File: src/rtl/base_shiftl_pack.sv
// rtl/base_shiftl_pack.sv - lane packer: variable-count beats packed densely into full words.
// Optional BASE_SHIFTL_PACK_CHK_EN adds the sticky o_err protocol-error output.
module base_shiftl_pack #(
  parameter int width      = 8,
  parameter int ways       = 4,
  parameter int cnt_width  = $clog2(ways + 1),
  parameter int fill_width = $clog2(2 * ways)
) (
  input  logic                   clk,
  input  logic                   rst_n,
  input  logic                   i_v,
  output logic                   i_r,
  input  logic [ways*width-1:0]  i_d,
  input  logic [cnt_width-1:0]   i_cnt,
  input  logic                   i_flush,
  output logic                   o_v,
  input  logic                   o_r,
  output logic [ways*width-1:0]  o_d,
  output logic [cnt_width-1:0]   o_cnt
`ifdef BASE_SHIFTL_PACK_CHK_EN
  ,
  output logic                   o_err
`endif
);

  localparam int BW = 2 * ways * width;
  localparam logic [fill_width-1:0] WAYS_F = fill_width'(ways);
  localparam logic [cnt_width-1:0]  WAYS_C = cnt_width'(ways);

  logic [BW-1:0]          lane_buf, buf_nxt;
  logic [fill_width-1:0]  fill, fill_nxt, drained;
  logic                   flush_pend, flush_nxt;
  logic [cnt_width-1:0]   ecnt;
  logic [ways*width-1:0]  masked;
  logic                   ofire, ifire;

  always_comb begin
    ecnt   = (i_cnt > WAYS_C) ? WAYS_C : i_cnt;
    masked = '0;
    for (int k = 0; k < ways; k++) begin
      if (k < int'(ecnt)) masked[k*width +: width] = i_d[k*width +: width];
    end
  end

  // Output side: a word is offered once full, or when a flush has left a partial word.
  always_comb begin
    o_v   = (fill >= WAYS_F) | (flush_pend & (fill != '0));
    o_cnt = (fill >= WAYS_F) ? WAYS_C : cnt_width'(fill);
    o_d   = lane_buf[ways*width-1:0];
  end

  assign ofire   = o_v & o_r;
  assign drained = fill - (ofire ? fill_width'(o_cnt) : '0);
  // Appends only ever land at lane >= ways while a word is pending, so o_d stays stable.
  assign i_r     = !flush_pend & (drained < WAYS_F);
  assign ifire   = i_v & i_r;

  always_comb begin
    buf_nxt = lane_buf >> ((ofire ? int'(o_cnt) : 0) * width);
    if (ifire) buf_nxt = buf_nxt | (BW'(masked) << (int'(drained) * width));
    fill_nxt  = drained + (ifire ? fill_width'(ecnt) : '0);
    flush_nxt = flush_pend;
    if (ifire & i_flush & (fill_nxt != '0)) flush_nxt = 1'b1;
    else if (ofire & (fill_nxt == '0))      flush_nxt = 1'b0;
  end

  always_ff @(posedge clk or negedge rst_n) begin
    if (!rst_n) begin
      lane_buf   <= '0;
      fill       <= '0;
      flush_pend <= 1'b0;
    end else begin
      lane_buf   <= buf_nxt;
      fill       <= fill_nxt;
      flush_pend <= flush_nxt;
    end
  end

`ifdef BASE_SHIFTL_PACK_CHK_EN
  logic beat_bad;

  always_comb begin
    beat_bad = (i_cnt > WAYS_C);
    for (int k = 0; k < ways; k++) begin
      if ((k >= int'(i_cnt)) && (i_d[k*width +: width] != '0)) beat_bad = 1'b1;
    end
  end

  always_ff @(posedge clk or negedge rst_n) begin
    if (!rst_n)                o_err <= 1'b0;
    else if (ifire & beat_bad) o_err <= 1'b1;
  end
`endif

endmodule
File: config.mk
export PLATFORM = sky130hd
export DESIGN_NAME = base_shiftl_pack
export DESIGN_NICKNAME = d
export VERILOG_FILES = /design/src/rtl/base_shiftl_pack.sv
export SDC_FILE = /design/constraint.sdc
export NUM_CORES = 1
export LEC_CHECK = 0
export ABC_AREA = 1
export CAP_MARGIN = 20
export CORE_UTILIZATION = 60
export DETAILED_ROUTE_END_ITERATION = 16
export PLACE_DENSITY = 0.95
export SLEW_MARGIN = 10
export SYNTH_ARGS = -nofsm -noshare
export SYNTH_HDL_FRONTEND = slang
export SYNTH_SLANG_ARGS = --single-unit
export TNS_END_PERCENT = 30
File: constraint.sdc
create_clock -name clk -period 9.1 [get_ports clk]
set_clock_uncertainty 0.2 [all_clocks]
set_input_delay 0.91 -clock clk [delete_from_list [all_inputs] [get_ports clk]]
set_output_delay 0.91 -clock clk [all_outputs]
set_load 0.01 [all_outputs]
==> results of run 1 <==
==> power by group through the flow <==
stage / logic (mW) / clock network [mW] / registers (mW)
after global routing: 1.59 / 0.256 / 0.529
after global placement: 1.37 / 0 / 0.513
after CTS: 1.41 / 0.243 / 0.514
after floorplan: 1.12 / 0 / 0.490
final: 1.46 / 0.245 / 0.516
after detailed placement: 1.41 / 0 / 0.519
==> per-stage QoR <==
stage | worst slack [ns] | std cells | hold slack, ns
global placement | 4.18 | 891 | 0.342
detailed placement | 4.00 | 892 | 0.354
global route | 4.08 | 908 | 0.401
floorplan | 4.78 | 804 | 0.326
CTS | 4.18 | 907 | 0.366
finish | 4.32 | 908 | 0.366
==> critical path: stages (launching register included) <==
cell and delay [ns]:
dfrtp_1 0.45, o21ai_1 0.16, nand2_2 0.07, buf_4 0.32
nand3_2 0.13, buf_4 0.59, inv_2 0.09, fa_1 0.40
o21bai_1 0.16, nand2_1 0.12, inv_2 0.11, nor2_2 0.15
clkdlybuf4s50_1 0.56
==> cell type report <==
cell class              count  area [µm²]  share of cell area (%)
clock buffers              13         149                    2.48
clock inverters             2        35.0                   0.582
inverters                  32         120                    2.00
multi-input cells         597        3000                    49.9
flip-flops and latches     68        1700                    28.3
well taps                 108         135                    2.25
repair buffers             88         873                    14.5
==> flip-flops by register name (all words and copies together) (netlist names) <==
signal	flops
lane_buf	64
flush_pend	1
fill	3
==> path summary, 6_finish.rpt <==
path,to,depth (start not counted)
hold / removal,lane_buf[63]$_DFF_PN0_,2
max in group asynchronous,lane_buf[44]$_DFF_PN0_,2
hold reg to reg,lane_buf[63]$_DFF_PN0_,2
setup / recovery,i_r,12
setup reg to reg,flush_pend$_DFFE_PN0P_,19
min in group asynchronous,lane_buf[30]$_DFF_PN0_,2
==> kinds of logic (layout without fill, tap and decap cells) <==
group,Yosys count,in the layout
compound gates,70,70
xor+xnor,1,1
fa+ha+maj,4,4
buf+inv,139,135
flops,68,68
simple gates,522,522
==> cells in the final DEF, fill, tap and decap left out, types with 3 or more instances in the layout <==
cell,instances
a21oi_1,10
buf_4,10
clkbuf_1,3
clkbuf_8,10
clkdlybuf4s50_1,74
dfrtp_1,68
inv_1,29
nand2_1,170
nand3_1,247
nand4_1,70
nor2_1,14
nor2_2,3
nor3_1,10
o211ai_1,24
o21ai_0,25
o21ai_1,5
==> routing by layer <==
layer  wire (µm)  share of wire, %  up-vias
met2        6870                44      495
met5           0                 0        -
met4         327               2.1        0
met3        2090                13       49
met1        6430                41     2672
li1            -                 -     2779
==> results.toml, run 1 <==
[worst_setup_path]
worstReg2RegStart = "flush_pend$_DFFE_PN0P_"
cp-end-kind = "output pin"
cp-start-kind = "flip-flop"
cp_max_fo = 73
cp.arrival_ns = 3.67
r2r_slack_ns = 4.48
crit_start = "flush_pend$_DFFE_PN0P_"
path_class = "reg -> out"
required_ns = 7.99

[final_layout]
utilization_pct = 69.0
drive_gt1_share_pct = 4.88
n_antenna_cell = 0
fillers = 741
final_area_mm2 = 0.00602
layout.nets = 840
syn_to_final_growth_pct = 11.7

[routing]
postRouteAntennaNets = 0
first_pass_iters = 6
wl_per_cell_um = 17.3
wirelength_um = 15700
drt_iter0_drc = 1112
viasPerCell = 6.60
drc = 0
num_vias = 5995

[grt]
grt_pass1_vias = 5263
busiest_layer = "met2"
use_met3_pct = 8.02
grt_first_pass_wirelength_um = 25800
gr-usage-met2_pct = 49.2
grt_max_degree = 74
overflow = 0
grt_util_met1_pct = 48.7
grt.total_usage_pct = 33.5
antenna_found_initial = 0

[synthesis]
synth_compound_area_share_pct = 7.92
synth_most_common_cell = "nand3_1"
synth_nets = 848
yosys.area_share.simple_pct = 46.3
synth_top_family_by_area = "simple AND/OR/NAND/NOR gates"
muxShareOfSynthArea_pct = 0
yosysWarnings = 0
synth_edf_count = 0
synth_cell_type_count = 31
ys.flop_type = "dfrtp_1"
synth.area.top_cells = "dfrtp_1 (32%), nand3_1 (23%), nand2_1 (12%)"
yosysTopAreaCellShare_pct = 31.6
synthTopCellsByCount = "nand3_1 (247), nand2_1 (170), nand4_1 (70), dfrtp_1 (68), clkbuf_1 (41)"
synth_xor_area_share_pct = 0.163
yosysTopAreaCell = "dfrtp_1"
synth_seq_cells = 68
avgSynthCellArea_um2 = 6.70
synth_area_mm2 = 0.00539
async_flop_share_pct = 100
synth_cells = 804
synth_adder_area_share_pct = 1.21
synth.yosys.seq_area_share_pct = 31.6

[timing]
fin_tns_setup_ns = 0
fin_crit_sh_pct = 52.5
finalCriticalPeriod_ns = 4.78
setup_viol = 0
drv_slew = 0
worstMarginPinSlew_ns = 0.871
rsz0062_at_grt = "false"
fmax_mhz = 209
hold_violations = 0
relSlewSlack_pct = 41.9

[hold_path]
hold_path.class = "reg -> reg"
min_from = "lane_buf[63]$_DFF_PN0_"

[place]
dpl_cell_area_mm2 = 0.00581
gp_congestion = 0.869
port_buffers = 76
dp_hpwl_um = 10200

[power_and_ir_drop]
power.density_mw_per_mm2 = 368
p_sw_mw = 1.15
seqPwrFrac_pct = 23.3
p_clk_share_pct = 11.1
max-vdd-ir-drop_mv = 0.341
swShare_pct = 51.8
leakagePower_nw = 2.76
comb_power_share_pct = 65.7
power_mw = 2.22
p_int_mw = 1.07

[die]
io_pins = 77
start_util_pct = 61.8
fp.dieH_um = 96.8
core-area_mm2 = 0.00872
fp-row-count = 34
die-area_mm2 = 0.00936
die_w_um = 96.8

[flow_run]
maxCapViolCount = 0

[clock_tree]
cts_sinks = 68
ctsLongestPathBuffers = 2
post_cts_resized = 0
clock_latency_ns = 0.34
cts_tree = "built"
cts-htree-levels = 3
postCtsSetupRepairBufs = 0
hold_buffers = 0
cts_root_buf = "clkbuf_8"
numCtsBuffers = 9
clkTransAtPathRegs_ns = 0.07

[outcome]
status = "complete, no violations"
Power figures use the tool's default switching activity.
==> run 2: changes to the inputs <==
--- a/config.mk
+++ b/config.mk
@@ -7,9 +7,9 @@
 export LEC_CHECK = 0
 export ABC_AREA = 1
 export CAP_MARGIN = 20
-export CORE_UTILIZATION = 60
+export CORE_UTILIZATION = 56
 export DETAILED_ROUTE_END_ITERATION = 16
-export PLACE_DENSITY = 0.95
+export PLACE_DENSITY = 0.94
 export SLEW_MARGIN = 10
 export SYNTH_ARGS = -nofsm -noshare
 export SYNTH_HDL_FRONTEND = slang
==> constraint.sdc (replaced) <==
create_clock -name clk -period 4.55 [get_ports clk]
set_clock_uncertainty 0.2 [all_clocks]
set_input_delay 0.455 -clock clk [delete_from_list [all_inputs] [get_ports clk]]
set_output_delay 0.455 -clock clk [all_outputs]
set_load 0.01 [all_outputs]
==> run 2 against run 1 <==
Effect of this change: design area is 0.79% higher; highest routed layer unchanged; power is 100% higher; die area is 7.0% higher.
==> results.toml, run 2 (synthesis gave the netlist of run 1 again) <==
[outcome]
status = "complete, no violations"

[final_layout]
n_antenna_cell = 0
final_area_mm2 = 0.00606
syn_to_final_growth_pct = 12.6
drive_gt1_share_pct = 5.23
layout.nets = 842
reg_top3 = "lane_buf x64, fill x3, flush_pend x1"
final_cell_mix = "nand3_1 (247), nand2_1 (170), clkdlybuf4s50_1 (74)"
final_common_cell = "nand3_1"
largest_register = "lane_buf"
largest_reg_flops = 64

[timing]
rsz0062_at_grt = "false"
worstMarginPinSlew_ns = 0.868
finalCriticalPeriod_ns = 3.83
drv_slew = 0
fin_tns_setup_ns = 0
setup_viol = 0
relSlewSlack_pct = 42.0
hold_violations = 0
fin_crit_sh_pct = 84.1
whs_ns = 0.369
fmax_mhz = 261

[place]
dpl_cell_area_mm2 = 0.00583
gp_congestion = 0.971
port_buffers = 76
dp_hpwl_um = 10500

[power_and_ir_drop]
p_sw_mw = 2.34
leakagePower_nw = 2.76
p_clk_share_pct = 11.3
comb_power_share_pct = 65.8
max-vdd-ir-drop_mv = 0.508
power_mw = 4.50
swShare_pct = 52.0
seqPwrFrac_pct = 22.9
power.density_mw_per_mm2 = 742
p_int_mw = 2.16

[grt]
overflow = 0
grt.total_usage_pct = 32.7
grt_pass1_vias = 5362
antenna_found_initial = 0
grt_max_degree = 73
grt_first_pass_wirelength_um = 26000

[routing]
first_pass_iters = 7
num_vias = 6054
drc = 0
postRouteAntennaNets = 0
wl_per_cell_um = 17.3
drt_iter0_drc = 964
viasPerCell = 6.50
wirelength_um = 16100

[worst_setup_path]
endpoint = "flush_pend$_DFFE_PN0P_"
cp_max_fo = 17
timing.rr.end = "flush_pend$_DFFE_PN0P_"
cp.arrival_ns = 3.89
crit_start = "fill[2]$_DFF_PN0_"
reg2reg_depth = 18
cp-end-kind = "flip-flop"
path_class = "reg -> reg"
cp-start-kind = "flip-flop"
worstReg2RegStart = "fill[2]$_DFF_PN0_"
required_ns = 4.61
r2r_slack_ns = 0.72

[die]
fp.dieH_um = 100
core-area_mm2 = 0.00928
start_util_pct = 58.0
die-area_mm2 = 0.0100
io_pins = 77
fp-row-count = 35
die_w_um = 100

[clock_tree]
numCtsBuffers = 9
clkTransAtPathRegs_ns = 0.07
cts_sinks = 68
cts_tree = "built"
hold_buffers = 1
post_cts_resized = 0
cts_root_buf = "clkbuf_8"
clock_latency_ns = 0.36
postCtsSetupRepairBufs = 0
cts-htree-levels = 3
ctsLongestPathBuffers = 2

[hold_path]
hold_path.class = "reg -> reg"

[flow_run]
maxCapViolCount = 0
## run 2: cell types whose count changed in the layout (fill, tap and decap cells not counted), sizes merged
cell	change
buf	+1
dlygate4sd3	+1
clkbuf	+3
bufinv	-1
inv	-1
## run 2: per-stage QoR
| stage | util, % | worst slack [ns] | cells |
|---|---|---|---|
| 2_1_floorplan | - | 0.673 | 804 |
| 3_5_place_dp | 62.7 | 0.787 | 914 |
| 3_3_place_gp | 62.7 | 0.984 | 914 |
| 6_report | 65.3 | 0.723 | 932 |
| 5_1_grt | 65.3 | 0.543 | 932 |
| 4_1_cts | 65.0 | 0.774 | 931 |
## run 2: power by group through the flow
stage                     clock (mW)  combinational (mW)  sequential, mW
after floorplan                    0                2.23           0.979
after global placement             0                2.78            1.02
after detailed placement           0                2.84            1.03
after CTS                      0.504                2.86            1.02
after global routing           0.528                3.24            1.05
final                          0.510                2.96            1.03
## run 2: critical path: stages (launching register included)
cell      delay [ns]
dfrtp_1         0.45
inv_1           0.14
nand2_2         0.10
nand3_2         0.08
inv_1           0.05
ha_1            0.19
fa_1            0.40
o21bai_1        0.17
nand2_1         0.15
inv_2           0.12
nor2_2          0.13
nand2_2         0.23
nor3_1          0.24
ha_1            0.22
fa_1            0.46
nor3_1          0.22
nand2_1         0.07
nand2_1         0.06
inv_1           0.03
## run 2: worst min-delay path by stage
stage	from	end	cells past startpoint
after global placement	rst_n	lane_buf[15]$_DFF_PN0_	1
after floorplan	rst_n	fill[0]$_DFF_PN0_	0
after global routing	lane_buf[59]$_DFF_PN0_	lane_buf[59]$_DFF_PN0_	2
after detailed placement	rst_n	lane_buf[15]$_DFF_PN0_	1
after CTS	lane_buf[63]$_DFF_PN0_	lane_buf[63]$_DFF_PN0_	2
final	lane_buf[63]$_DFF_PN0_	lane_buf[63]$_DFF_PN0_	2
## run 2: area by class of cell
class	count	area (µm²)
clock buffers	16	200
multi-input cells	597	3000
repair buffers	90	878
fillers	809	3220
inverters	32	120
well taps	129	161
flip-flops and latches	68	1700
## run 2: per-layer routing
layer	vias up	global-route usage (%)	share of wire, %
met5	-	0	0
met4	0	11.1	2.2
met3	46	10.3	14
met2	467	46.8	44
met1	2760	46.7	40
li1	2781	-	-
